File: src/rtl/ras_stack.sv
// Return address stack: push/pop/pop-then-push of return targets, with {count,tos} checkpoint and recover.
// State updates on the clock edge ending a command's cycle; no backpressure, one command per cycle.
module ras_stack #(
    parameter int DEPTH = 8,
    parameter int PW    = $clog2(DEPTH),
    parameter int CKW   = 2 * PW + 1
) (
    input  logic            clk_i,
    input  logic            rst_i,
    input  logic            ras_valid_i,
    input  logic [1:0]      ras_ctrl_i,
    input  logic [63:0]     ras_pc_i,
    input  logic            recover_i,
    input  logic [CKW-1:0]  recover_ckpt_i,
    output logic [63:0]     ras_top_o,
    output logic            ras_empty_o,
    output logic [CKW-1:0]  ras_ckpt_o,
    output logic            ras_underflow_o
);

    localparam logic [PW:0] FULL = (PW + 1)'(DEPTH);
    localparam logic [PW:0] ONE  = (PW + 1)'(1);

    logic [63:0]   mem_q [DEPTH];
    logic [63:0]   mem_d [DEPTH];
    logic [PW-1:0] tos_q, tos_d;
    logic [PW:0]   count_q, count_d;
    logic          underflow_q, underflow_d;

    logic [PW-1:0] tos_inc;
    logic [63:0]   push_val;

    assign tos_inc  = tos_q + 1'b1;
    assign push_val = ras_pc_i + 64'd4;

    always_comb begin
        mem_d       = mem_q;
        tos_d       = tos_q;
        count_d     = count_q;
        underflow_d = 1'b0;
        if (recover_i) begin
            // Only pointers are restored; wrong-path memory writes are kept.
            count_d = recover_ckpt_i[CKW-1:PW];
            tos_d   = recover_ckpt_i[PW-1:0];
        end else if (ras_valid_i) begin
            case (ras_ctrl_i)
                2'b01: begin
                    mem_d[tos_inc] = push_val;
                    tos_d          = tos_inc;
                    if (count_q != FULL) begin
                        count_d = count_q + 1'b1;
                    end
                end
                2'b10: begin
                    if (count_q != '0) begin
                        tos_d   = tos_q - 1'b1;
                        count_d = count_q - 1'b1;
                    end else begin
                        underflow_d = 1'b1;
                    end
                end
                2'b11: begin
                    mem_d[tos_q] = push_val;
                    if (count_q == '0) begin
                        count_d = ONE;
                    end
                end
                default: ;
            endcase
        end
    end

    always_ff @(posedge clk_i or posedge rst_i) begin
        if (rst_i) begin
            for (int i = 0; i < DEPTH; i++) begin
                mem_q[i] <= '0;
            end
            tos_q       <= '0;
            count_q     <= '0;
            underflow_q <= 1'b0;
        end else begin
            mem_q       <= mem_d;
            tos_q       <= tos_d;
            count_q     <= count_d;
            underflow_q <= underflow_d;
        end
    end

    assign ras_top_o       = mem_q[tos_q];
    assign ras_empty_o     = (count_q == '0);
    assign ras_ckpt_o      = {count_q, tos_q};
    assign ras_underflow_o = underflow_q;

endmodule
File: config.mk
export PLATFORM = sky130hd
export DESIGN_NAME = ras_stack
export DESIGN_NICKNAME = d
export VERILOG_FILES = /design/src/rtl/ras_stack.sv
export SDC_FILE = /design/constraint.sdc
export NUM_CORES = 1
export LEC_CHECK = 0
export CAP_MARGIN = 0
export CELL_PAD_IN_SITES_DETAIL_PLACEMENT = 0
export CELL_PAD_IN_SITES_GLOBAL_PLACEMENT = 2
export CORE_MARGIN = 2
export CORE_UTILIZATION = 25
export CTS_BUF_LIST = sky130_fd_sc_hd__clkbuf_8
export DETAILED_ROUTE_END_ITERATION = 6
export MAX_ROUTING_LAYER = met4
export PLACE_DENSITY_LB_ADDON = 0.08
export SYNTH_ARGS = -nofsm -noshare
export SYNTH_HDL_FRONTEND = slang
export SYNTH_SLANG_ARGS = --single-unit
File: constraint.sdc
create_clock -name clk_i -period 27.3 [get_ports clk_i]
set_input_delay 2.73 -clock clk_i [delete_from_list [all_inputs] [get_ports clk_i]]
set_output_delay 2.73 -clock clk_i [all_outputs]
set_load 0.005 [all_outputs]
==> results.yml <==
status:
  status: "completed"
power_and_ir_drop:
  vdd_drop_max_mv: 0.0398
  internal-power_mw: 2.01
  cellPowerDensity_mw_per_mm2: 94.8
  power.switching_uw: 948
  power_switching_share_pct: 32.1
  p_leak_nw: 12.9
  clockPowerShare_pct: 27.5
  p_comb_share_pct: 28.5
  seqPwrFrac_pct: 43.9
floorplan:
  coreArea_sq_mm: 0.104
  num_rows: 118
  start_util_pct: 25.3
  die-area_sq_mm: 0.108
  fp.dieW_um: 328
  io-pin-count: 150
  fp.dieH_um: 328
yosys:
  ys_ff_latch: 520
  syn_area_sq_mm: 0.0263
  synth_edf_count: 0
  ys_types: 57
  synth-warning-count: 0
  ys_async_sr_fraction_pct: 100
  avgSynthCellArea_sq_um: 9.58
  syn_inst: 2743
  ys_seq_area_share_pct: 49.5
  synth_top_flop_cell: "dfrtp_1"
  synth_nets: 2825
sta:
  post-route-min-period_ps: 7860
  grt_setup_unrepaired: "false"
  hold_viol: 0
  relSlewSlack_pct: 26.3
  setup_violations: 0
  clock.fmax_ghz: 0.127
  tns_ps: 0
  min_period_over_period_pct: 28.8
  final_max_slew_viol_count: 0
  worstMarginPinSlew_ps: 1110
  skew_ps: 30.5
cells_and_area:
  drive_above_1_share_pct: 12.7
  syn2layout_area_growth_pct: 18.6
  nets: 2873
  stdcell_area_sq_mm: 0.0312
cts:
  hold_buffers: 0
  clock_sinks: 520
  cts_resized: 0
  clk_path_buf_depth: 3
  numCtsBuffers: 104
  cts_setup_buffers: 0
  cts_tree: "built"
  clkTransAtPathRegs_ps: 60
  clock-root-buffer: "clkbuf_8"
  cts_max_level: 3
  clkLatencyLatePin_ps: 750
setup_path:
  cpMostUsedCell: "buf_4"
  crit_family: "buffers and inverters"
  startpoint: "tos_q[0]"
  cp.buffers_inverters: 4
  slowest_delay_ps: 870
  required_ps: 24570
  r2r-start: "tos_q[1]"
  slowest_stage: "buf_4"
  worstSetupPathType: "flip-flop to output port"
  path_cells: "buf_4, buf_4, buf_4, mux4_2, mux2_2, clkdlybuf4s50_1"
  critPathCaptureType: "output port"
  worstPathArrival_ps: 5130
  start_kind: "flip-flop"
  crit_fanout: 47
global_route:
  grt_pass1_wl_um: 152000
  antenna_found_initial: 6
  grt_max_degree: 104
  grt_pass1_vias: 21800
  grt_usage_pct: 19.5
  grt_overflow: 0
placed_design:
  postPlaceCellArea_sq_mm: 0.0291
  routabilityCongestion: 0.757
  dp_hpwl_um: 60500
  port_buffers: 149
route:
  drt_first_iter_violations: 1467
  wire_per_inst_um: 23.9
  drc: 0
  avgViaCountPerCell: 5.06
  dr.pass1.iters: 5
  drt_wl_total_um: 102000
  routed-via-count: 21500
  drtAntennaViolNets: 0
hold_path:
  hp-class: "flip-flop to flip-flop"
  hp-start: "mem_q[18]"
flow_run:
  cap_viol_max_count: 0
## state kept, by name, summed over array words and instances, names as in the netlist
| name | cells |
|---|---|
| ras_underflow_o | 1 |
| mem_q | 512 |
| tos_q | 3 |
| count_q | 4 |
## synth_stat cells (33+ instances only)
library cell / n / area, sq um
clkbuf_1: 222 / 833
a31oi_1: 43 / 269
nand2_1: 695 / 2610
dfrtp_1: 520 / 13000
mux4_2: 128 / 2880
nor3_1: 86 / 430
or3_1: 52 / 325
nor2_1: 60 / 225
nand4_1: 33 / 206
nand3_1: 120 / 601
o211ai_1: 53 / 398
o21ai_0: 376 / 1880
## through the flow
stage                     hold slack (ps)  power, mW  utilization [%]  setup WS [ps]  cells
after floorplan                       440       1.82                -          10040   2743
after global placement                455       2.15             28.0          20010   4065
after detailed placement              460       2.17             28.0          19980   4065
after CTS                             474       3.02             30.0          19140   4247
after global routing                  493       3.18             30.0          19050   4249
final                                 473       2.96             30.0          19440   4249
## worst reg2reg max path, cell delays in order (launching register included)
cell	delay (ps)
dfrtp_4	830
clkinv_2	620
ha_1	570
and2_1	200
a32oi_1	220
buf_4	330
nand2b_4	760
buf_4	700
o21ai_0	190
a311o_1	340
## placed cells by master, fill, tap and decap left out, types with 6 or more instances in the layout
cell	n
a21oi_1	32
a221oi_1	15
a311o_1	21
a311oi_1	7
a31oi_1	43
and2_1	6
and3_1	7
and4_1	13
buf_4	51
clkbuf_8	132
clkdlybuf4s50_1	149
clkinv_2	6
dfrtp_1	517
inv_1	50
mux2_2	8
mux2i_1	13
mux4_2	128
nand2_1	695
nand2b_4	8
nand3_1	120
nand3b_1	24
nand4_1	33
nor2_1	52
nor2_4	8
nor3_1	85
nor4_1	26
o211ai_1	53
o21a_1	7
o21ai_0	376
o21ai_1	8
or3_1	51
or4_1	13
xnor2_1	32
xor2_1	14
## power groups by stage
| stage | clock network, mW | logic (mW) | registers (mW) |
|---|---|---|---|
| after detailed placement | 0 | 0.860 | 1.31 |
| final | 0.814 | 0.844 | 1.30 |
| after floorplan | 0 | 0.578 | 1.24 |
| after CTS | 0.851 | 0.863 | 1.30 |
| after global routing | 0.884 | 0.956 | 1.34 |
| after global placement | 0 | 0.844 | 1.31 |
## final timing paths
| path | to | slack, ps | cells past startpoint |
|---|---|---|---|
| setup / recovery | ras_top_o[37] | 19440 | 6 |
| hold / removal | mem_q[18] | 470 | 2 |
| setup reg to reg | mem_q[377] | 22430 | 9 |
| hold reg to reg | mem_q[18] | 470 | 2 |
| max in group asynchronous | tos_q[0] | 22400 | 4 |
| min in group asynchronous | mem_q[84] | 2530 | 2 |
## cell type report
type,instances,area [sq um]
Inverter,14,61.3
Sequential cell,520,13000
Antenna cell,2,5.00
Clock buffer,132,1820
Clock inverter,50,273
Multi-Input combinational cell,1950,12400
Tap cell,1380,1730
Fill cell,10900,72800
Timing Repair Buffer,201,1890
## cells by family after synthesis
| logic type | after synthesis | synth area share [%] |
|---|---|---|
| adders and majority gates | 5 | 0.238 |
| muxes | 149 | 11.8 |
| DFF | 520 | 49.5 |
| xor gates and xnor gates | 46 | 1.53 |
| buffers and inverters | 273 | 3.95 |
| and+or+nand+nor | 1165 | 20.0 |
| AOI/OAI and AO/OA | 585 | 13.0 |
## layer usage
layer  global-route usage, %  vias up  share of wire [%]
li1                        -     9896                  -
met1                    26.7    10900                 47
met2                    30.4      574                 46
met3                    2.69      157                4.2
met4                    5.42        0                2.2
met5                       -        -                  0
No activity file was read; power rests on OpenSTA's default activity.
